<file path="config.mk">
export PLATFORM = sky130hd
export DESIGN_NAME = multicycle_main_fsm
export DESIGN_NICKNAME = d
export VERILOG_FILES = /design/src/rtl/riscv_ctrl_pkg.sv /design/src/rtl/imm_src_decode.sv /design/src/rtl/multicycle_main_fsm.sv
export SDC_FILE = /design/constraint.sdc
export NUM_CORES = 1
export LEC_CHECK = 0
export CAP_MARGIN = 40
export CORE_MARGIN = 3
export CORE_UTILIZATION = 43
export CTS_CLUSTER_DIAMETER = 100
export DETAILED_ROUTE_END_ITERATION = 8
export PLACE_DENSITY = 0.83
export SYNTH_ARGS = -nofsm -noshare
export SYNTH_HDL_FRONTEND = slang
export SYNTH_SLANG_ARGS = --single-unit
</file>
<file path="constraint.sdc">
create_clock -name clk -period 7.91 [get_ports clk]
set_clock_uncertainty 0.15 [all_clocks]
set_input_delay 2.373 -clock clk [delete_from_list [all_inputs] [get_ports clk]]
set_output_delay 2.373 -clock clk [all_outputs]
set_load 0.005 [all_outputs]
</file>
<file path="src/rtl/riscv_ctrl_pkg.sv">
// Shared control encodings for the RV32I cores: opcodes, FSM states and
// datapath mux codes used by the multicycle controller and its decoders.
package riscv_ctrl_pkg;

    localparam logic [6:0] OP_LW  = 7'b0000011;
    localparam logic [6:0] OP_SW  = 7'b0100011;
    localparam logic [6:0] OP_R   = 7'b0110011;
    localparam logic [6:0] OP_I   = 7'b0010011;
    localparam logic [6:0] OP_JAL = 7'b1101111;
    localparam logic [6:0] OP_BEQ = 7'b1100011;

    typedef enum logic [3:0] {
        S_FETCH    = 4'd0,
        S_DECODE   = 4'd1,
        S_MEMADR   = 4'd2,
        S_MEMREAD  = 4'd3,
        S_MEMWB    = 4'd4,
        S_MEMWRITE = 4'd5,
        S_EXECR    = 4'd6,
        S_EXECI    = 4'd7,
        S_ALUWB    = 4'd8,
        S_JAL      = 4'd9,
        S_BEQ      = 4'd10,
        S_TRAP     = 4'd11
    } state_e;

    localparam logic [1:0] RES_ALUOUT    = 2'b00;
    localparam logic [1:0] RES_DATA      = 2'b01;
    localparam logic [1:0] RES_ALURESULT = 2'b10;

    localparam logic [1:0] SRCA_PC    = 2'b00;
    localparam logic [1:0] SRCA_OLDPC = 2'b01;
    localparam logic [1:0] SRCA_RS1   = 2'b10;

    localparam logic [1:0] SRCB_RS2  = 2'b00;
    localparam logic [1:0] SRCB_IMM  = 2'b01;
    localparam logic [1:0] SRCB_FOUR = 2'b10;

    localparam logic [1:0] ALUOP_ADD   = 2'b00;
    localparam logic [1:0] ALUOP_SUB   = 2'b01;
    localparam logic [1:0] ALUOP_FUNCT = 2'b10;

    localparam logic [1:0] IMM_I = 2'b00;
    localparam logic [1:0] IMM_S = 2'b01;
    localparam logic [1:0] IMM_B = 2'b10;
    localparam logic [1:0] IMM_J = 2'b11;

    localparam logic [1:0] CAUSE_NONE    = 2'b00;
    localparam logic [1:0] CAUSE_ILLEGAL = 2'b01;
    localparam logic [1:0] CAUSE_TIMEOUT = 2'b10;

endpackage

</file>
<file path="src/rtl/imm_src_decode.sv">
// Opcode to immediate-format decode; purely combinational so both the
// single-cycle and multicycle cores can share it.
module imm_src_decode
    import riscv_ctrl_pkg::*;
(
    input  logic [6:0] op,
    output logic [1:0] imm_src
);

    always_comb begin
        imm_src = IMM_I;
        case (op)
            OP_SW:   imm_src = IMM_S;
            OP_BEQ:  imm_src = IMM_B;
            OP_JAL:  imm_src = IMM_J;
            default: imm_src = IMM_I;
        endcase
    end

endmodule

</file>
<file path="src/rtl/multicycle_main_fsm.sv">
// Main control FSM of the multicycle RV32I core, with memory-wait timeout,
// illegal-opcode trap and retired-instruction counter.
//
//   state    | meaning
//   FETCH    | read instruction at PC, PC <= PC+4 on mem_ready
//   DECODE   | read registers, precompute branch target OldPC+imm
//   MEMADR   | rs1 + imm for lw/sw
//   MEMREAD  | data read at ALUOut
//   MEMWB    | write loaded data to rd, retire
//   MEMWRITE | data write at ALUOut, retire on mem_ready
//   EXECR    | rs1 op rs2
//   EXECI    | rs1 op imm
//   ALUWB    | write ALUOut to rd, retire
//   JAL      | PC <= target, ALU forms link OldPC+4
//   BEQ      | compare, PC <= target when zero, retire
//   TRAP     | halted until reset
module multicycle_main_fsm
    import riscv_ctrl_pkg::*;
#(
    parameter bit          EN_IALU  = 1'b1,
    parameter bit          EN_JAL   = 1'b1,
    parameter int unsigned WAIT_MAX = 15,
    parameter int unsigned CNT_W    = 32
) (
    input  logic             clk,
    input  logic             rst,
    input  logic [6:0]       Op,
    input  logic             zero,
    input  logic             mem_ready,
    output logic             mem_req,
    output logic             MemWrite,
    output logic             AdrSrc,
    output logic             IRWrite,
    output logic             PCWrite,
    output logic             RegWrite,
    output logic [1:0]       ResultSrc,
    output logic [1:0]       ALUSrcA,
    output logic [1:0]       ALUSrcB,
    output logic [1:0]       ALUOp,
    output logic [1:0]       ImmSrc,
    output logic             retire,
    output logic [CNT_W-1:0] instret,
    output logic             trap,
    output logic [1:0]       trap_cause
);

    // Trap fires on the stall cycle that would bring the count to WAIT_MAX.
    localparam logic [7:0] WAIT_LAST = 8'(WAIT_MAX - 1);

    state_e           state_q, state_d;
    logic [7:0]       wait_q, wait_d;
    logic [1:0]       cause_q, cause_d;
    logic [CNT_W-1:0] instret_q, instret_d;
    logic             mem_stall;

    imm_src_decode u_imm_src_decode (
        .op      (Op),
        .imm_src (ImmSrc)
    );

    always_ff @(posedge clk or negedge rst) begin
        if (!rst) begin
            state_q   <= S_FETCH;
            wait_q    <= 8'd0;
            cause_q   <= CAUSE_NONE;
            instret_q <= '0;
        end else begin
            state_q   <= state_d;
            wait_q    <= wait_d;
            cause_q   <= cause_d;
            instret_q <= instret_d;
        end
    end

    always_comb begin
        state_d   = state_q;
        cause_d   = cause_q;
        mem_req   = 1'b0;
        MemWrite  = 1'b0;
        AdrSrc    = 1'b0;
        IRWrite   = 1'b0;
        PCWrite   = 1'b0;
        RegWrite  = 1'b0;
        ResultSrc = RES_ALUOUT;
        ALUSrcA   = SRCA_PC;
        ALUSrcB   = SRCB_RS2;
        ALUOp     = ALUOP_ADD;
        retire    = 1'b0;
        trap      = 1'b0;

        case (state_q)
            S_FETCH: begin
                mem_req   = 1'b1;
                ALUSrcB   = SRCB_FOUR;
                ResultSrc = RES_ALURESULT;
                IRWrite   = mem_ready;
                PCWrite   = mem_ready;
                if (mem_ready) state_d = S_DECODE;
            end
            S_DECODE: begin
                ALUSrcA = SRCA_OLDPC;
                ALUSrcB = SRCB_IMM;
                case (Op)
                    OP_LW, OP_SW: state_d = S_MEMADR;
                    OP_R:         state_d = S_EXECR;
                    OP_I:         state_d = EN_IALU ? S_EXECI : S_TRAP;
                    OP_JAL:       state_d = EN_JAL ? S_JAL : S_TRAP;
                    OP_BEQ:       state_d = S_BEQ;
                    default:      state_d = S_TRAP;
                endcase
                if (state_d == S_TRAP) cause_d = CAUSE_ILLEGAL;
            end
            S_MEMADR: begin
                ALUSrcA = SRCA_RS1;
                ALUSrcB = SRCB_IMM;
                state_d = (Op == OP_LW) ? S_MEMREAD : S_MEMWRITE;
            end
            S_MEMREAD: begin
                mem_req = 1'b1;
                AdrSrc  = 1'b1;
                if (mem_ready) state_d = S_MEMWB;
            end
            S_MEMWB: begin
                ResultSrc = RES_DATA;
                RegWrite  = 1'b1;
                retire    = 1'b1;
                state_d   = S_FETCH;
            end
            S_MEMWRITE: begin
                mem_req  = 1'b1;
                MemWrite = 1'b1;
                AdrSrc   = 1'b1;
                retire   = mem_ready;
                if (mem_ready) state_d = S_FETCH;
            end
            S_EXECR: begin
                ALUSrcA = SRCA_RS1;
                ALUSrcB = SRCB_RS2;
                ALUOp   = ALUOP_FUNCT;
                state_d = S_ALUWB;
            end
            S_EXECI: begin
                ALUSrcA = SRCA_RS1;
                ALUSrcB = SRCB_IMM;
                ALUOp   = ALUOP_FUNCT;
                state_d = S_ALUWB;
            end
            S_ALUWB: begin
                ResultSrc = RES_ALUOUT;
                RegWrite  = 1'b1;
                retire    = 1'b1;
                state_d   = S_FETCH;
            end
            S_JAL: begin
                ALUSrcA   = SRCA_OLDPC;
                ALUSrcB   = SRCB_FOUR;
                ResultSrc = RES_ALUOUT;
                PCWrite   = 1'b1;
                state_d   = S_ALUWB;
            end
            S_BEQ: begin
                ALUSrcA   = SRCA_RS1;
                ALUSrcB   = SRCB_RS2;
                ALUOp     = ALUOP_SUB;
                ResultSrc = RES_ALUOUT;
                PCWrite   = zero;
                retire    = 1'b1;
                state_d   = S_FETCH;
            end
            S_TRAP: begin
                trap = 1'b1;
            end
            default: begin
                state_d = S_FETCH;
            end
        endcase

        // A completing access (mem_ready=1) always wins over the timeout.
        mem_stall = mem_req && !mem_ready;
        if (mem_stall && (wait_q == WAIT_LAST)) begin
            state_d = S_TRAP;
            cause_d = CAUSE_TIMEOUT;
        end
        wait_d = (mem_stall && (state_d == state_q)) ? wait_q + 8'd1 : 8'd0;
    end

    assign instret_d  = instret_q + CNT_W'(retire);
    assign instret    = instret_q;
    assign trap_cause = cause_q;

endmodule

</file>
==> results of run 1 <==
## Yosys cell counts, types with 2 or more instances
| cell | n |
|---|---|
| or4_1 | 3 |
| nand3_1 | 14 |
| nor3_1 | 10 |
| ha_1 | 4 |
| nand2b_1 | 3 |
| a211oi_1 | 2 |
| and3_1 | 4 |
| dfrtp_1 | 46 |
| nor2b_1 | 2 |
| and2_1 | 2 |
| nor4_1 | 3 |
| nand2_1 | 20 |
| o41ai_1 | 2 |
| clkbuf_1 | 3 |
| or3_1 | 2 |
| a21oi_1 | 6 |
| xor2_1 | 14 |
| o21ai_0 | 6 |
| nor2_1 | 31 |
| xnor2_1 | 25 |
| or2_2 | 3 |
| and4_1 | 3 |
| nand4_1 | 7 |
| nand4_4 | 2 |
| inv_1 | 10 |
## worst reg2reg max path: stages, from the launching register on
cell	delay, ns
dfrtp_1	0.59
inv_1	0.23
nand2_1	0.11
nor2_1	0.25
a211o_1	0.21
ha_1	0.18
and2_1	0.27
nand4_4	0.18
nor3_1	0.48
nand4_1	0.20
xnor2_1	0.15
## layer usage
| layer | GRT usage, % | vias up | wire (um) |
|---|---|---|---|
| li1 | - | 969 | - |
| met1 | 24.5 | 980 | 2500 |
| met2 | 28.4 | 50 | 2540 |
| met3 | 4.26 | 2 | 318 |
| met4 | 3.04 | 0 | 27 |
| met5 | 0 | - | 0 |
## per-stage QoR
stage	hold slack, ns	std cells
finish	0.332	378
global route	0.353	378
CTS	0.330	378
detailed placement	0.319	370
global placement	0.311	369
floorplan	0.304	243
## layout by cell type, fill, tap and decap left out, drive strengths merged, types with 3 or more instances in the layout
cell and count:
dfrtp 46, clkbuf 5, nand2 20, nand3 14, ha 4, and4 3
or2 3, nor3 11, and3 4, xor2 14, nand4 9, clkdlybuf4s50 61
nor4 3, a21oi 6, xnor2 25, nand2b 3, or4 4, inv 11
or3 3, o21ai 6, nor2 31
## power groups by stage
stage          sequential (mW)  clock, mW  combinational (mW)
4_1_cts                  0.315      0.173               0.274
3_3_place_gp             0.318          0               0.266
3_5_place_dp             0.319          0               0.271
6_report                 0.316      0.172               0.270
2_1_floorplan            0.289          0               0.154
5_1_grt                  0.324      0.182               0.300
## final cells by class
class / instances / area [um^2] / share of cell area (%)
clock buffers: 5 / 68.8 / 2.15
clock inverters: 3 / 40.0 / 1.25
inverters: 11 / 41.3 / 1.29
multi-input cells: 180 / 1180 / 36.8
flip-flops and latches: 46 / 1150 / 35.9
well taps: 70 / 87.6 / 2.73
repair buffers: 63 / 636 / 19.8
## sequential cells by signal, indices dropped and copies added (netlist names)
register,count
state_q,4
instret,32
wait_q,8
trap_cause,2
## cells by family (layout without fill, tap and decap cells)
family          count (synthesis)  after routing  synth area share (%)
compound gates                 23             23                  7.10
xor+xnor                       39             39                  14.2
fa+ha+maj                       5              5                  2.50
buf+inv                        17             82                  2.87
flops                          46             46                  48.0
simple gates                  113            113                  25.3
## worst paths after layout
kind / endpoint / cells past startpoint / start / slack (ns)
setup / recovery: PCWrite / 7 / mem_ready / 1.35
hold / removal: instret[31] / 1 / instret[31] / 0.33
setup reg to reg: instret[31] / 10 / state_q[3] / 4.80
hold reg to reg: instret[31] / 1 / instret[31] / 0.33
max in group asynchronous: wait_q[0] / 2 / rst / 5.34
min in group asynchronous: instret[24] / 1 / rst / 1.80
==> flow_summary.yaml, run 1 <==
status:
  status: "complete, no violations"
timing:
  final.setup.worst_slack_ns: 1.35
  fmax_mhz: 152
  period_needed_ns: 6.56
  post-route-period-util_pct: 83.0
  drv_slew: 0
  slew_headroom_pct: 62.1
  worstMarginPinSlew_ns: 0.564
  rsz0062_at_grt: "false"
  hold_violations: 0
  setup_violations: 0
  final.setup.tns_ns: 0
cells_and_area:
  stdcell_area_um2: 3200
  diodes: 0
  synthToLayoutAreaGrowth_pct: 33.5
  drive_above_1_share_pct: 6.82
  n_fill_cell: 443
  num-nets-final: 322
  fin_util_pct: 61.2
logic_synthesis:
  synth_nets: 258
  ys_warn_count: 0
  synthTopCellsByArea: "dfrtp_1 (48%), xnor2_1 (9.1%), xor2_1 (5.1%)"
  netlist_instances: 243
  synth.distinct_cells: 41
  synth_edf_count: 0
  ys.flop_type: "dfrtp_1"
  synth_area_um2: 2400
  syn_area_per_cell_um2: 9.87
  yosysTopAreaCellShare_pct: 48.0
  synth_top_area_cell: "dfrtp_1"
  seq_area_frac_synth_pct: 48.0
  synth_seq_cells: 46
  synth-async-reset-ratio_pct: 100
global_routing:
  grt_pass1_wl_um: 9050
  grt_pass1_vias: 1874
  groute.usage.overall_pct: 17.6
  antenna_found_initial: 0
  grt_remaining_overflow: 0
  grt_max_degree: 36
placement:
  dpl_cell_area_um2: 3090
  port_buffers: 62
  dp_slack_ns: 1.33
  dpl.hpwl_um: 4070
  gp_congestion: 0.897
clocking:
  clk_pin_slew_ns: 0.08
  cts.sinks: 46
  post_cts_buffers: 0
  htree_levels: 2
  cts_buffer_depth: 2
  cts_tree: "done"
  holdBufCountCts: 0
  post_cts_resized: 0
  cts-root-buf: "clkbuf_8"
  clk_latency_ns: 0.29
  numCtsBuffers: 5
setup_path:
  cpMaxStageDelayCell: "clkdlybuf4s50_1"
  crit_chain: "clkdlybuf4s50_1, nand2b_1, nor2_1, a31oi_1, o22a_1, nor2_1, clkdlybuf4s50_1"
  crit_type: "input port to output pin"
  crit_fanout: 6
  critPathLaunchType: "input port"
  cp.required_ns: 5.39
  critical_path.top_delay_family: "buffers and inverters"
  cp.buffers_inverters: 2
  slowest_delay_ns: 0.60
  setup.worst_path.end_class: "output pin"
  worstPathArrival_ns: 4.04
worst_hold_path:
  hp-class: "flop to flop"
power:
  comb_power_share_pct: 35.6
  swShare_pct: 33.6
  vdd_drop_max_mv: 0.187
  p_seq_share_pct: 41.7
  p_clk_share_pct: 22.7
  p_per_area_nw_per_um2: 237
  finalPower_uw: 758
  intPower_uw: 503
  p_switching_uw: 255
  p_leak_nw: 1.38
routing:
  drt_drc_violations_left: 0
  first_iter_violations: 157
  viasPerCell: 5.29
  drt-total-wl_um: 5390
  first_pass_iters: 4
  avgRoutedWirePerCell_um: 14.3
  vias: 2001
  antenna_left: 0
floorplanning:
  dieWidth_um: 80.7
  fp-row-count: 26
  boundaryPins: 63
  initial_utilization_pct: 45.8
  fp.coreArea_um2: 5240
  fp.dieH_um: 80.7
  die-area_um2: 6510
flow_run:
  cap_violations: 0
No activity file was read; power rests on OpenSTA's default activity.
==> run 2, diff against run 1 <==
--- a/config.mk
+++ b/config.mk
@@ -10,7 +10,7 @@
 export CORE_UTILIZATION = 43
 export CTS_CLUSTER_DIAMETER = 100
 export DETAILED_ROUTE_END_ITERATION = 8
-export PLACE_DENSITY = 0.83
+export PLACE_DENSITY = 0.86
 export SYNTH_ARGS = -nofsm -noshare
 export SYNTH_HDL_FRONTEND = slang
 export SYNTH_SLANG_ARGS = --single-unit
==> constraint.sdc (replaced) <==
create_clock -name clk -period 5.42 [get_ports clk]
set_clock_uncertainty 0.15 [all_clocks]
set_input_delay 1.626 -clock clk [delete_from_list [all_inputs] [get_ports clk]]
set_output_delay 1.626 -clock clk [all_outputs]
set_load 0.005 [all_outputs]
==> flow_summary.yaml, run 2 (synthesis gave the netlist of run 1 again) <==
routing:
  antenna_left: 0
  viasPerCell: 5.30
  drt-total-wl_um: 5610
  avgRoutedWirePerCell_um: 14.8
  drt_drc_violations_left: 0
  vias: 2003
  first_pass_iters: 4
  first_iter_violations: 67
setup_path:
  cp.required_ns: 3.64
  setup.worst_path.end_class: "output pin"
  worstPathArrival_ns: 3.28
  critPathLaunchType: "input port"
  rrSetupSlack_ns: 2.35
  crit_type: "input port to output pin"
  crit_fanout: 6
cells_and_area:
  largest_reg_flops: 32
  layout_commonest_cell: "clkdlybuf4s50_1"
  drive_above_1_share_pct: 6.17
  regArea_um2: 1150
  fin_util_pct: 61.1
  num-nets-final: 322
  synthToLayoutAreaGrowth_pct: 33.4
  n_fill_cell: 452
  multi_input_area_um2: 1180
  layout_common_cells: "clkdlybuf4s50_1 (61), dfrtp_1 (46), nor2_1 (31)"
  diodes: 0
timing:
  rsz0062_at_grt: "false"
  post-route-period-util_pct: 93.3
  fmax_mhz: 198
  setup_violations: 0
  hold_violations: 0
  slew_headroom_pct: 62.1
  drv_slew: 0
  final.setup.tns_ns: 0
  period_needed_ns: 5.05
  worstMarginPinSlew_ns: 0.564
clocking:
  cts-root-buf: "clkbuf_8"
  holdBufCountCts: 0
  clk_latency_ns: 0.29
  htree_levels: 2
  cts_tree: "done"
  numCtsBuffers: 5
  clk_pin_slew_ns: 0.08
  post_cts_resized: 0
  cts_buffer_depth: 2
  cts.sinks: 46
  post_cts_buffers: 0
floorplanning:
  dieWidth_um: 80.7
  fp-row-count: 26
  fp.coreArea_um2: 5240
  initial_utilization_pct: 45.8
  boundaryPins: 63
  fp.dieH_um: 80.7
  die-area_um2: 6510
power:
  vdd_drop_max_mv: 0.244
  p_per_area_nw_per_um2: 345
  p_leak_nw: 1.38
placement:
  dpl.hpwl_um: 4170
  port_buffers: 62
  gp_congestion: 0.893
status:
  status: "complete, no violations"
worst_hold_path:
  hp-class: "flop to flop"
global_routing:
  grt_max_degree: 34
  antenna_found_initial: 0
  groute.usage.overall_pct: 18.7
  grt_pass1_vias: 2030
  grt_remaining_overflow: 0
  grt_pass1_wl_um: 9500
flow_run:
  cap_violations: 0
-- run 2: cell types whose count changed in the layout (fill, tap and decap cells not counted), sizes merged --
| cell | delta |
|---|---|
| clkinv | -2 |
| clkbuf | +2 |
-- run 2: layout make-up --
cell class                      count  share of cell area [%]
Inverter                           11                    1.29
Tap cell                           70                    2.74
Multi-Input combinational cell    180                    36.8
Clock inverter                      1                   0.938
Clock buffer                        7                    2.38
Timing Repair Buffer               63                    19.9
Sequential cell                    46                    36.0
-- run 2: stage by stage --
stage	instance area, um^2	hold WS (ns)	power, mW	std cells	worst slack [ns]
after CTS	3200	0.336	1.11	378	0.364
after floorplan	2400	0.304	0.647	243	1.44
final	3200	0.333	1.11	378	0.366
after detailed placement	3090	0.321	0.864	370	0.369
after global routing	3200	0.351	1.18	378	0.203
after global placement	3070	0.310	0.851	369	0.394
-- run 2: layer usage --
layer / track usage, % / routed length (um) / vias up
li1: - / - / 971
met1: 23.7 / 2510 / 965
met2: 31.3 / 2720 / 63
met3: 5.04 / 346 / 4
met4: 4.90 / 29 / 0
met5: 0 / 0 / -
-- run 2: where the power goes --
group	internal, mW	switching, mW	total, mW	leakage (nW)
sequential	0.379	0.0803	0.460	0.608
combinational	0.220	0.180	0.400	0.718
clock	0.138	0.108	0.246	0.0524
-- run 2: final timing paths --
path | from | end | cells past startpoint
worst max-delay path | mem_ready | PCWrite | 7
worst min-delay path | trap_cause[1] | trap_cause[1] | 1
worst max register to register | state_q[1] | instret[31] | 10
worst min register to register | trap_cause[1] | trap_cause[1] | 1
max in group asynchronous | rst | instret[4] | 2
min in group asynchronous | rst | instret[20] | 1
-- run 2: critical path, cell delays in order --
cell             delay (ns)
clkdlybuf4s50_1        0.60
nand2b_1               0.11
nor2_1                 0.10
a31oi_1                0.05
o22a_1                 0.20
nor2_1                 0.08
clkdlybuf4s50_1        0.51
==> run 3, diff against run 2 <==
--- a/config.mk
+++ b/config.mk
@@ -10,7 +10,9 @@
 export CORE_UTILIZATION = 43
 export CTS_CLUSTER_DIAMETER = 100
 export DETAILED_ROUTE_END_ITERATION = 8
+export GPL_ROUTABILITY_DRIVEN = 0
 export PLACE_DENSITY = 0.86
+export SKIP_LAST_GASP = 1
 export SYNTH_ARGS = -nofsm -noshare
 export SYNTH_HDL_FRONTEND = slang
 export SYNTH_SLANG_ARGS = --single-unit
==> results of run 3 <==
Same layout as run 2: the final DEF is identical, and so are final timing and power.
